## config.mk

```make
export PLATFORM = sky130hd
export DESIGN_NAME = sram_arbiter
export DESIGN_NICKNAME = d
export VERILOG_FILES = /design/src/rtl/sram_arb_pkg.sv /design/src/rtl/rr_pick2.sv /design/src/rtl/sram_arbiter.sv
export SDC_FILE = /design/constraint.sdc
export NUM_CORES = 1
export LEC_CHECK = 0
export CAP_MARGIN = 15
export CORE_MARGIN = 4
export CORE_UTILIZATION = 39
export CTS_CLUSTER_SIZE = 30
export DETAILED_ROUTE_END_ITERATION = 16
export HOLD_SLACK_MARGIN = 0.08
export PLACE_DENSITY_LB_ADDON = 0.25
export SLEW_MARGIN = 15
export SYNTH_ARGS = -nofsm -noshare
export SYNTH_HDL_FRONTEND = slang
export SYNTH_SLANG_ARGS = --single-unit
```

## constraint.sdc

```tcl
create_clock -name clk -period 2.1 [get_ports clk]
set_clock_uncertainty 0.1 [all_clocks]
set_input_delay 0.315 -clock clk [delete_from_list [all_inputs] [get_ports clk]]
set_output_delay 0.315 -clock clk [all_outputs]
set_load 0.005 [all_outputs]
```

## src/rtl/sram_arb_pkg.sv

```systemverilog
// sram_arb_pkg: shared types for sram_arbiter (FSM state encoding, default widths, latched phy command)
package sram_arb_pkg;
  localparam int ADDR_W = 18;
  localparam int DATA_W = 16;
  typedef enum logic [1:0] {IDLE, BUSY, RESP} state_t;
  typedef struct packed {
    logic              we;
    logic [ADDR_W-1:0] addr;
    logic [DATA_W-1:0] wdata;
    logic [1:0]        be;
  } mem_cmd_t;
endpackage

```

## src/rtl/rr_pick2.sv

```systemverilog
// rr_pick2: 2-way picker; req[1:0], last_grant, fixed_prio in -> grant_valid, grant_id out
module rr_pick2 (
  input  logic [1:0] req,
  input  logic       last_grant,
  input  logic       fixed_prio,
  output logic       grant_valid,
  output logic       grant_id
);
  assign grant_valid = |req;
  assign grant_id = &req ? !fixed_prio && !last_grant : req[1];
endmodule

```

## src/rtl/sram_arbiter.sv

```systemverilog
// sram_arbiter: two-port req/ack arbiter onto one async SRAM phy; r0_*/r1_* requesters, mem_* phy side, busy/owner status
module sram_arbiter #(
  parameter int ADDR_W     = sram_arb_pkg::ADDR_W,
  parameter int DATA_W     = sram_arb_pkg::DATA_W,
  parameter int FIXED_PRIO = 0,
  parameter int TIMEOUT    = 255
) (
  input  logic              clk,
  input  logic              rst,
  input  logic              r0_req,
  input  logic              r0_we,
  input  logic [ADDR_W-1:0] r0_addr,
  input  logic [DATA_W-1:0] r0_wdata,
  input  logic [1:0]        r0_be,
  output logic              r0_ack,
  output logic [DATA_W-1:0] r0_rdata,
  output logic              r0_err,
  input  logic              r1_req,
  input  logic              r1_we,
  input  logic [ADDR_W-1:0] r1_addr,
  input  logic [DATA_W-1:0] r1_wdata,
  input  logic [1:0]        r1_be,
  output logic              r1_ack,
  output logic [DATA_W-1:0] r1_rdata,
  output logic              r1_err,
  output logic              mem_req,
  output logic              mem_we,
  output logic [ADDR_W-1:0] mem_addr,
  output logic [DATA_W-1:0] mem_wdata,
  output logic [1:0]        mem_be,
  input  logic              mem_ack,
  input  logic [DATA_W-1:0] mem_rdata,
  output logic              busy,
  output logic              owner
);
  import sram_arb_pkg::*;
  localparam int CW = TIMEOUT > 255 ? $clog2(TIMEOUT + 1) : 8;
  state_t state, state_nxt;
  mem_cmd_t cmd;
  logic [CW-1:0] cnt;
  logic [DATA_W-1:0] rdata;
  logic err, last_grant, grant_valid, grant_id, expired;
  rr_pick2 u_pick (
    .req(        {r1_req, r0_req}),
    .last_grant( last_grant),
    .fixed_prio( FIXED_PRIO != 0),
    .grant_valid(grant_valid),
    .grant_id(   grant_id)
  );
  // cnt counts completed BUSY cycles, so expiry leaves exactly TIMEOUT cycles of mem_req
  assign expired = TIMEOUT != 0 && cnt + 1'b1 == CW'(TIMEOUT);
  assign mem_we = cmd.we;
  assign mem_addr = cmd.addr;
  assign mem_wdata = cmd.wdata;
  assign mem_be = cmd.be;
  always_comb begin
    state_nxt = state == IDLE ? (grant_valid ? BUSY : IDLE) :
                state == BUSY ? (mem_ack || expired ? RESP : BUSY) : IDLE;
    mem_req = state == BUSY;
    busy = state != IDLE;
    r0_ack = state == RESP && !owner;
    r1_ack = state == RESP && owner;
    r0_rdata = r0_ack ? rdata : '0;
    r1_rdata = r1_ack ? rdata : '0;
    r0_err = r0_ack && err;
    r1_err = r1_ack && err;
  end
  always_ff @(posedge clk) begin
    if (rst) begin
      state <= IDLE;
      cmd <= '0;
      owner <= 1'b0;
      last_grant <= 1'b1;
      cnt <= '0;
      rdata <= '0;
      err <= 1'b0;
    end else begin
      state <= state_nxt;
      if (state == IDLE && grant_valid) begin
        cmd <= grant_id ? mem_cmd_t'{r1_we, r1_addr, r1_wdata, r1_be}
                        : mem_cmd_t'{r0_we, r0_addr, r0_wdata, r0_be};
        owner <= grant_id;
        last_grant <= grant_id;
        cnt <= '0;
      end
      // rdata/err only reach the ports in RESP, so refreshing them every BUSY cycle is harmless
      if (state == BUSY) begin
        cnt <= cnt + 1'b1;
        rdata <= mem_ack && !cmd.we ? mem_rdata : '0;
        err <= !mem_ack;
      end
    end
  end
endmodule

```

==> out/results.txt, run 1 <==
Crit share post-route -> 95.22%
Status -> finished clean
Std-Cell Rows -> 32
Diodes inserted -> 0
Bufs and invs on worst path -> 3
Final number of hold-violating endpoints -> 0
Setup ws final -> 0.1004 ns
Routed length per instance -> 15.24 µm
Slowest stage cell, crit path -> dfxtp_4
Max Freq -> 500.1 MHz
Detailed Route WL -> 9588 µm
Yosys reg bits -> 66
Global Route Usage Sum -> 18.45%
CTS tree -> done
Final setup fails -> 0
Largest net degree at the start of global routing -> 39
Vias after detailed routing -> 3,130
Max_slew headroom -> 66.75%
Hold Slack -> 0.3041 ns
Non-filler cells, final -> 629
CP top delay family -> buffers and inverters
Worst-path clk slew -> 0.06 ns
Worst-path cell chain -> nor3b_4, buf_4, buf_6, and2_1, dlygate4sd2_1
Leakage -> 2.514 nW
Measured slew at the worst slew-check pin -> 0.4936 ns
Violation count after the first detailed-routing iteration -> 111
HPWL after DPL -> 7441 µm
Place WS -> 0.1381 ns
Die height -> 98.59 µm
Ports -> 171
Startpoint Class -> register
First-pass GRT wire length -> 14,590 µm
Synth Warn # -> 0
HP Start -> rst
Antenna violations before repair -> 0
Distinct cell type count after synthesis -> 41
Detail Route Antenna Nets -> 0
Worst Path Required -> 1.68 ns
Port Buffers -> 170
CTS Buf Count -> 9
Worst skew pair latency -> 0.33 ns
CTS root buf -> clkbuf_8
PwrDens -> 629.2 nW/µm²
Nets -> 620
Area Overhead vs Synth -> 66.93%
Syn Area/Cell -> 9.171 µm²
Clk buf depth -> 2
Most frequent cells in the layout -> clkdlybuf4s50_1 (134), nor2_1 (65), dfxtp_1 (63)
Cell count after placement -> 607
RSZ-0062 raised after global routing -> no
Seq/Total Area, Yosys -> 41.28%
Cts hold-fix bufs -> 0
Kind of critical path -> register to output pin
Net Count, Synth -> 446
Clock sinks -> 66
Slew Viols, Final -> 0
Worst Path Arrival -> 1.58 ns
Initial core utilization -> 40.78%
Die area -> 9720 µm²
Gpl congestion -> 0.8549
VDD IR-drop max -> 373.7 µV
CP max stage delay -> 0.36 ns
Total Power -> 3.362 mW
Post-Syn Area -> 3201 µm²
Worst reg2reg path startpoint -> cnt[0]$_SDFFE_PP0P_
Vias in the first global route -> 3,077
Setup TNS -> 0 ns
CP Launch Point -> state[0]$_SDFF_PP0_
DRC -> 0
GRT Residual Overflow -> 0
Crit-path max FO -> 9
Hold Path Class -> primary input to register
TritonRoute pass-1 iters -> 4
Commonest non-fill, non-tap cell in the layout -> clkdlybuf4s50_1
Final Critical Period -> 2.000 ns
Cells after Synth -> 349
Worst Setup End Kind -> output pin
Max Cap Viol -> 0
Deepest level of the CTS H-tree -> 3
Share of cells above drive strength 1 -> 11.95%
Die width -> 98.59 µm
Post-DR vias/cell -> 4.976
Core footprint -> 7848 µm²
==> power breakdown <==
part / leakage (nW) / switching, mW / internal [mW]
clock: 0.0962 / 0.443 / 0.571
combinational: 1.87 / 0.380 / 0.519
sequential: 0.545 / 0.0761 / 1.37
==> routing by layer <==
layer,share of wire [%],routed length [µm],GRT usage [%]
met5,0,0,0
met4,1.9,185,7.143
met3,8.8,844,6.228
met2,49,4739,32.97
met1,40,3819,20.07
==> per-stage QoR <==
stage	util [%]	area [µm²]
6_report	68.08	5343
5_1_grt	68.08	5343
4_1_cts	66.57	5224
3_5_place_dp	63.97	5020
3_3_place_gp	63.97	5020
2_1_floorplan	-	3201
==> flip-flops by register name, summed over array words and instances (netlist names) <==
| register | flops |
|---|---|
| last_grant | 1 |
| owner | 1 |
| cnt | 8 |
| mem_wdata | 16 |
| err | 1 |
| state | 2 |
| mem_be | 2 |
| mem_addr | 18 |
| mem_we | 1 |
| rdata | 16 |
==> final timing paths <==
| check | endpoint | slack, ns | cells after the start |
|---|---|---|---|
| worst max-delay path | r0_rdata[13] | 0.10 | 5 |
| worst min-delay path | owner$_SDFFE_PP0P_ | 0.30 | 2 |
| worst max register to register | state[1]$_SDFF_PP0_ | 0.22 | 6 |
| worst min register to register | mem_be[0]$_SDFFE_PP0P_ | 0.40 | 2 |
==> kinds of logic after synthesis <==
logic type               count (synthesis)  share of synthesized area, %
AND/OR/NAND/NOR                        130                         20.45
AO/OA/AOI/OAI                           80                         19.94
flip-flops                              66                         41.28
multiplexers                            38                         11.88
buffers and inverters                   31                         5.121
XOR/XNOR                                 2                        0.5474
adder cells (fa/ha/maj)                  2                        0.7817
==> worst register-to-register path: stages (launching register included) <==
cell,delay (ns)
dfxtp_1,0.49
ha_2,0.31
nand3_1,0.14
nor2_1,0.14
xor2_1,0.23
nand4_2,0.17
a211oi_2,0.23
==> layout make-up <==
type / count / area (µm²)
clock inverter: 3 / 40.04
sequential: 66 / 1330
tap: 102 / 127.6
fill: 649 / 2505
multi-input combinational: 252 / 1738
timing repair buffer: 190 / 1947
inverter: 4 / 15.01
clock buffer: 12 / 145.1
==> Yosys cell counts (all sizes together) <==
cell      n  area, µm²
a211oi   39      362.9
a21boi    1      11.26
a21oi     9      45.04
a22oi    17      127.6
a31oi     2      12.51
and2     36      225.2
and3b     1      8.760
buf      16      106.4
clkbuf   11      42.54
clkinv    1      3.750
dfxtp    66       1321
ha        2      25.02
inv       3      11.26
mux2i    38      380.4
nand2     8      30.03
nand2b    3      18.77
nand3     4      25.02
nand3b    2      15.01
nand4     1      12.51
nor2     67      261.5
nor3      3      25.02
nor3b     1      7.510
nor4      1      6.260
o21a      1      7.510
o21ai     7      35.03
o22ai     2      18.77
o2bb2ai   1      8.760
o31a      1      8.760
or2       1      6.260
or3       2      12.51
xor2      2      17.52
==> repair_timing <==
action                     in CTS  in global routing
buffers inserted                0                  5
pin swaps                       0                  1
setup endpoints to repair      35                 27
gates cloned                    1                  1
gates resized for setup        18                 30
Note: power is estimated with default switching activity, not from simulation.
==> inputs of run 2 (changes only) <==
--- a/config.mk
+++ b/config.mk
@@ -6,7 +6,6 @@
 export NUM_CORES = 1
 export LEC_CHECK = 0
 export CAP_MARGIN = 15
-export CORE_MARGIN = 4
 export CORE_UTILIZATION = 39
 export CTS_CLUSTER_SIZE = 30
 export DETAILED_ROUTE_END_ITERATION = 16
==> run 2 against run 1 <==
  * Maximum frequency down 1.6%
  * Global-route usage up 2.6 points
  * Total power up 1.5%
  * Worst setup slack worse by 0.033 ns
  * Via count up 0.45%
  * Critical path type unchanged
  * Sequential power about the same
  * Critical path depth down 2
  * Wire length down 5.8%
  * Hold slack better by 0.024 ns
==> out/results.txt, run 2 (synthesis gave the netlist of run 1 again) <==
GRT busiest layer -> met2 (unchanged)
Worst Path Arrival -> 1.62 ns (was 1.58 ns)
Commonest non-fill, non-tap cell in the layout -> clkdlybuf4s50_1 (unchanged)
Largest net degree at the start of global routing -> 47 (was 39)
Worst Path Required -> 1.68 ns (about the same)
Crit-path max FO -> 9 (unchanged)
Cell count after placement -> 608 (was 607)
Kind of critical path -> register to output pin (unchanged)
Post-DR vias/cell -> 5.014 (was 4.976)
Share of cells above drive strength 1 -> 12.00% (was 11.95%)
GRT Residual Overflow -> 0 (unchanged)
Clk buf depth -> 2 (unchanged)
Final number of hold-violating endpoints -> 0 (unchanged)
TritonRoute pass-1 iters -> 4 (unchanged)
Port Buffers -> 170 (unchanged)
Nets -> 617 (was 620)
Detailed Route WL -> 9029 µm (was 9588 µm)
DRC -> 0 (unchanged)
Core footprint -> 7848 µm² (unchanged)
Max_slew headroom -> 66.30% (was 66.75%)
Area Overhead vs Synth -> 64.89% (was 66.93%)
Vias in the first global route -> 2,988 (was 3,077)
Worst-path cell chain -> and3b_2, buf_6, clkdlybuf4s50_1 (was nor3b_4, buf_4, buf_6, and2_1, dlygate4sd2_1)
HPWL after DPL -> 6712 µm (was 7441 µm)
Slew Viols, Final -> 0 (unchanged)
RSZ-0062 raised after global routing -> no (unchanged)
Global routing met1 resource utilization -> 23.21% (was 20.07%)
Crit share post-route -> 96.77% (was 95.22%)
Cts hold-fix bufs -> 0 (unchanged)
Max Freq -> 492.1 MHz (was 500.1 MHz)
Die height -> 92.59 µm (was 98.59 µm)
Worst-path clk slew -> 0.07 ns (was 0.06 ns)
CTS root buf -> clkbuf_8 (unchanged)
Final Critical Period -> 2.032 ns (was 2.000 ns)
Number of flip-flops in the largest register -> 18 (unchanged)
Non-filler cells, final -> 627 (was 629)
Diodes inserted -> 0 (unchanged)
CTS tree -> done (unchanged)
Slowest stage cell, crit path -> clkdlybuf4s50_1 (was dfxtp_4)
First-pass GRT wire length -> 14,170 µm (was 14,590 µm)
Std-Cell Rows -> 32 (unchanged)
Die area -> 8573 µm² (was 9720 µm²)
Leakage -> 2.255 nW (was 2.514 nW)
Global Route Usage Sum -> 21.06% (was 18.45%)
Status -> finished clean (unchanged)
Initial core utilization -> 40.78% (unchanged)
Hold Path Class -> primary input to register (unchanged)
Met3 usage -> 6.486% (was 6.228%)
Ports -> 171 (unchanged)
Final setup fails -> 0 (unchanged)
Worst Setup End Kind -> output pin (unchanged)
CTS Buf Count -> 9 (unchanged)
Startpoint Class -> register (unchanged)
Gpl congestion -> 0.7954 (was 0.8549)
CP max stage delay -> 0.51 ns (was 0.36 ns)
PwrDens -> 646.3 nW/µm² (was 629.2 nW/µm²)
Clock sinks -> 66 (unchanged)
Max Cap Viol -> 0 (unchanged)
Vias after detailed routing -> 3,144 (was 3,130)
Worst skew pair latency -> 0.34 ns (was 0.33 ns)
Detail Route Antenna Nets -> 0 (unchanged)
Measured slew at the worst slew-check pin -> 0.5055 ns (was 0.4936 ns)
Fillers -> 654 (was 649)
Die width -> 92.59 µm (was 98.59 µm)
Antenna violations before repair -> 0 (unchanged)
Most frequent cells in the layout -> clkdlybuf4s50_1 (135), nor2_1 (65), dfxtp_1 (63) (was clkdlybuf4s50_1 (134), nor2_1 (65), dfxtp_1 (63))
Violation count after the first detailed-routing iteration -> 118 (was 111)
Routed length per instance -> 14.40 µm (was 15.24 µm)
M2 GR Usage -> 38.21% (was 32.97%)
Setup TNS -> 0 ns (unchanged)
VDD IR-drop max -> 383.9 µV (was 373.7 µV)
Deepest level of the CTS H-tree -> 3 (unchanged)
[run 2: through the flow]
| step | power (mW) | utilization [%] | setup WS, ns | area (µm²) | hold WS [ns] |
|---|---|---|---|---|---|
| 2_1_floorplan | 1.871 | - | 0.4208 | 3201 | 0.3106 |
| 3_3_place_gp | 2.335 | 64.06 | 0.1987 | 5027 | 0.3844 |
| 3_5_place_dp | 2.358 | 64.06 | 0.1211 | 5027 | 0.3926 |
| 4_1_cts | 3.456 | 66.82 | -0.09433 | 5244 | 0.3194 |
| 5_1_grt | 3.591 | 67.25 | 0.01050 | 5278 | 0.3543 |
| 6_report | 3.411 | 67.25 | 0.06789 | 5278 | 0.3286 |
[run 2: area by class of cell]
class / count / area [µm²] / area share (%)
clock buffer: 11 / 151.4 / 2.869
clock inverter: 5 / 52.55 / 0.9957
inverter: 4 / 15.01 / 0.2845
multi-input combinational: 252 / 1737 / 32.91
sequential: 66 / 1330 / 25.20
tap: 102 / 127.6 / 2.418
timing repair buffer: 187 / 1864 / 35.32
[run 2: what timing repair did]
item	CTS	global route
gates cloned	2	0
endpoints found under the setup margin	35	9
resized for setup	39	10
setup buffers	0	1
[run 2: where the power goes]
part | switching [mW] | internal, mW
Combinational | 0.373 | 0.513
Clock | 0.471 | 0.606
Sequential | 0.0757 | 1.37
Total | 0.919 | 2.49
[run 2: final timing paths]
kind | from | to | slack, ns | cells past startpoint
max | state[0]$_SDFF_PP0_ | r1_ack | 0.07 | 3
max reg2reg | cnt[0]$_SDFFE_PP0P_ | state[1]$_SDFF_PP0_ | 0.21 | 6
min | rst | cnt[1]$_SDFFE_PP0P_ | 0.33 | 2
min reg2reg | mem_wdata[0]$_SDFFE_PP0P_ | mem_wdata[0]$_SDFFE_PP0P_ | 0.40 | 2
[run 2: layer usage]
metal  wire length (µm)  vias to the layer above
met1               3627                     1430
met5                  0                        -
li1                   -                     1578
met4                142                        0
met2               4550                      125
met3                708                       11
[run 2: worst max-delay path, delay by kind of cell, from the launching register on]
family | cells | cell delay [ns]
buf+inv | 2 | 0.64
flops | 1 | 0.37
simple gates | 1 | 0.27
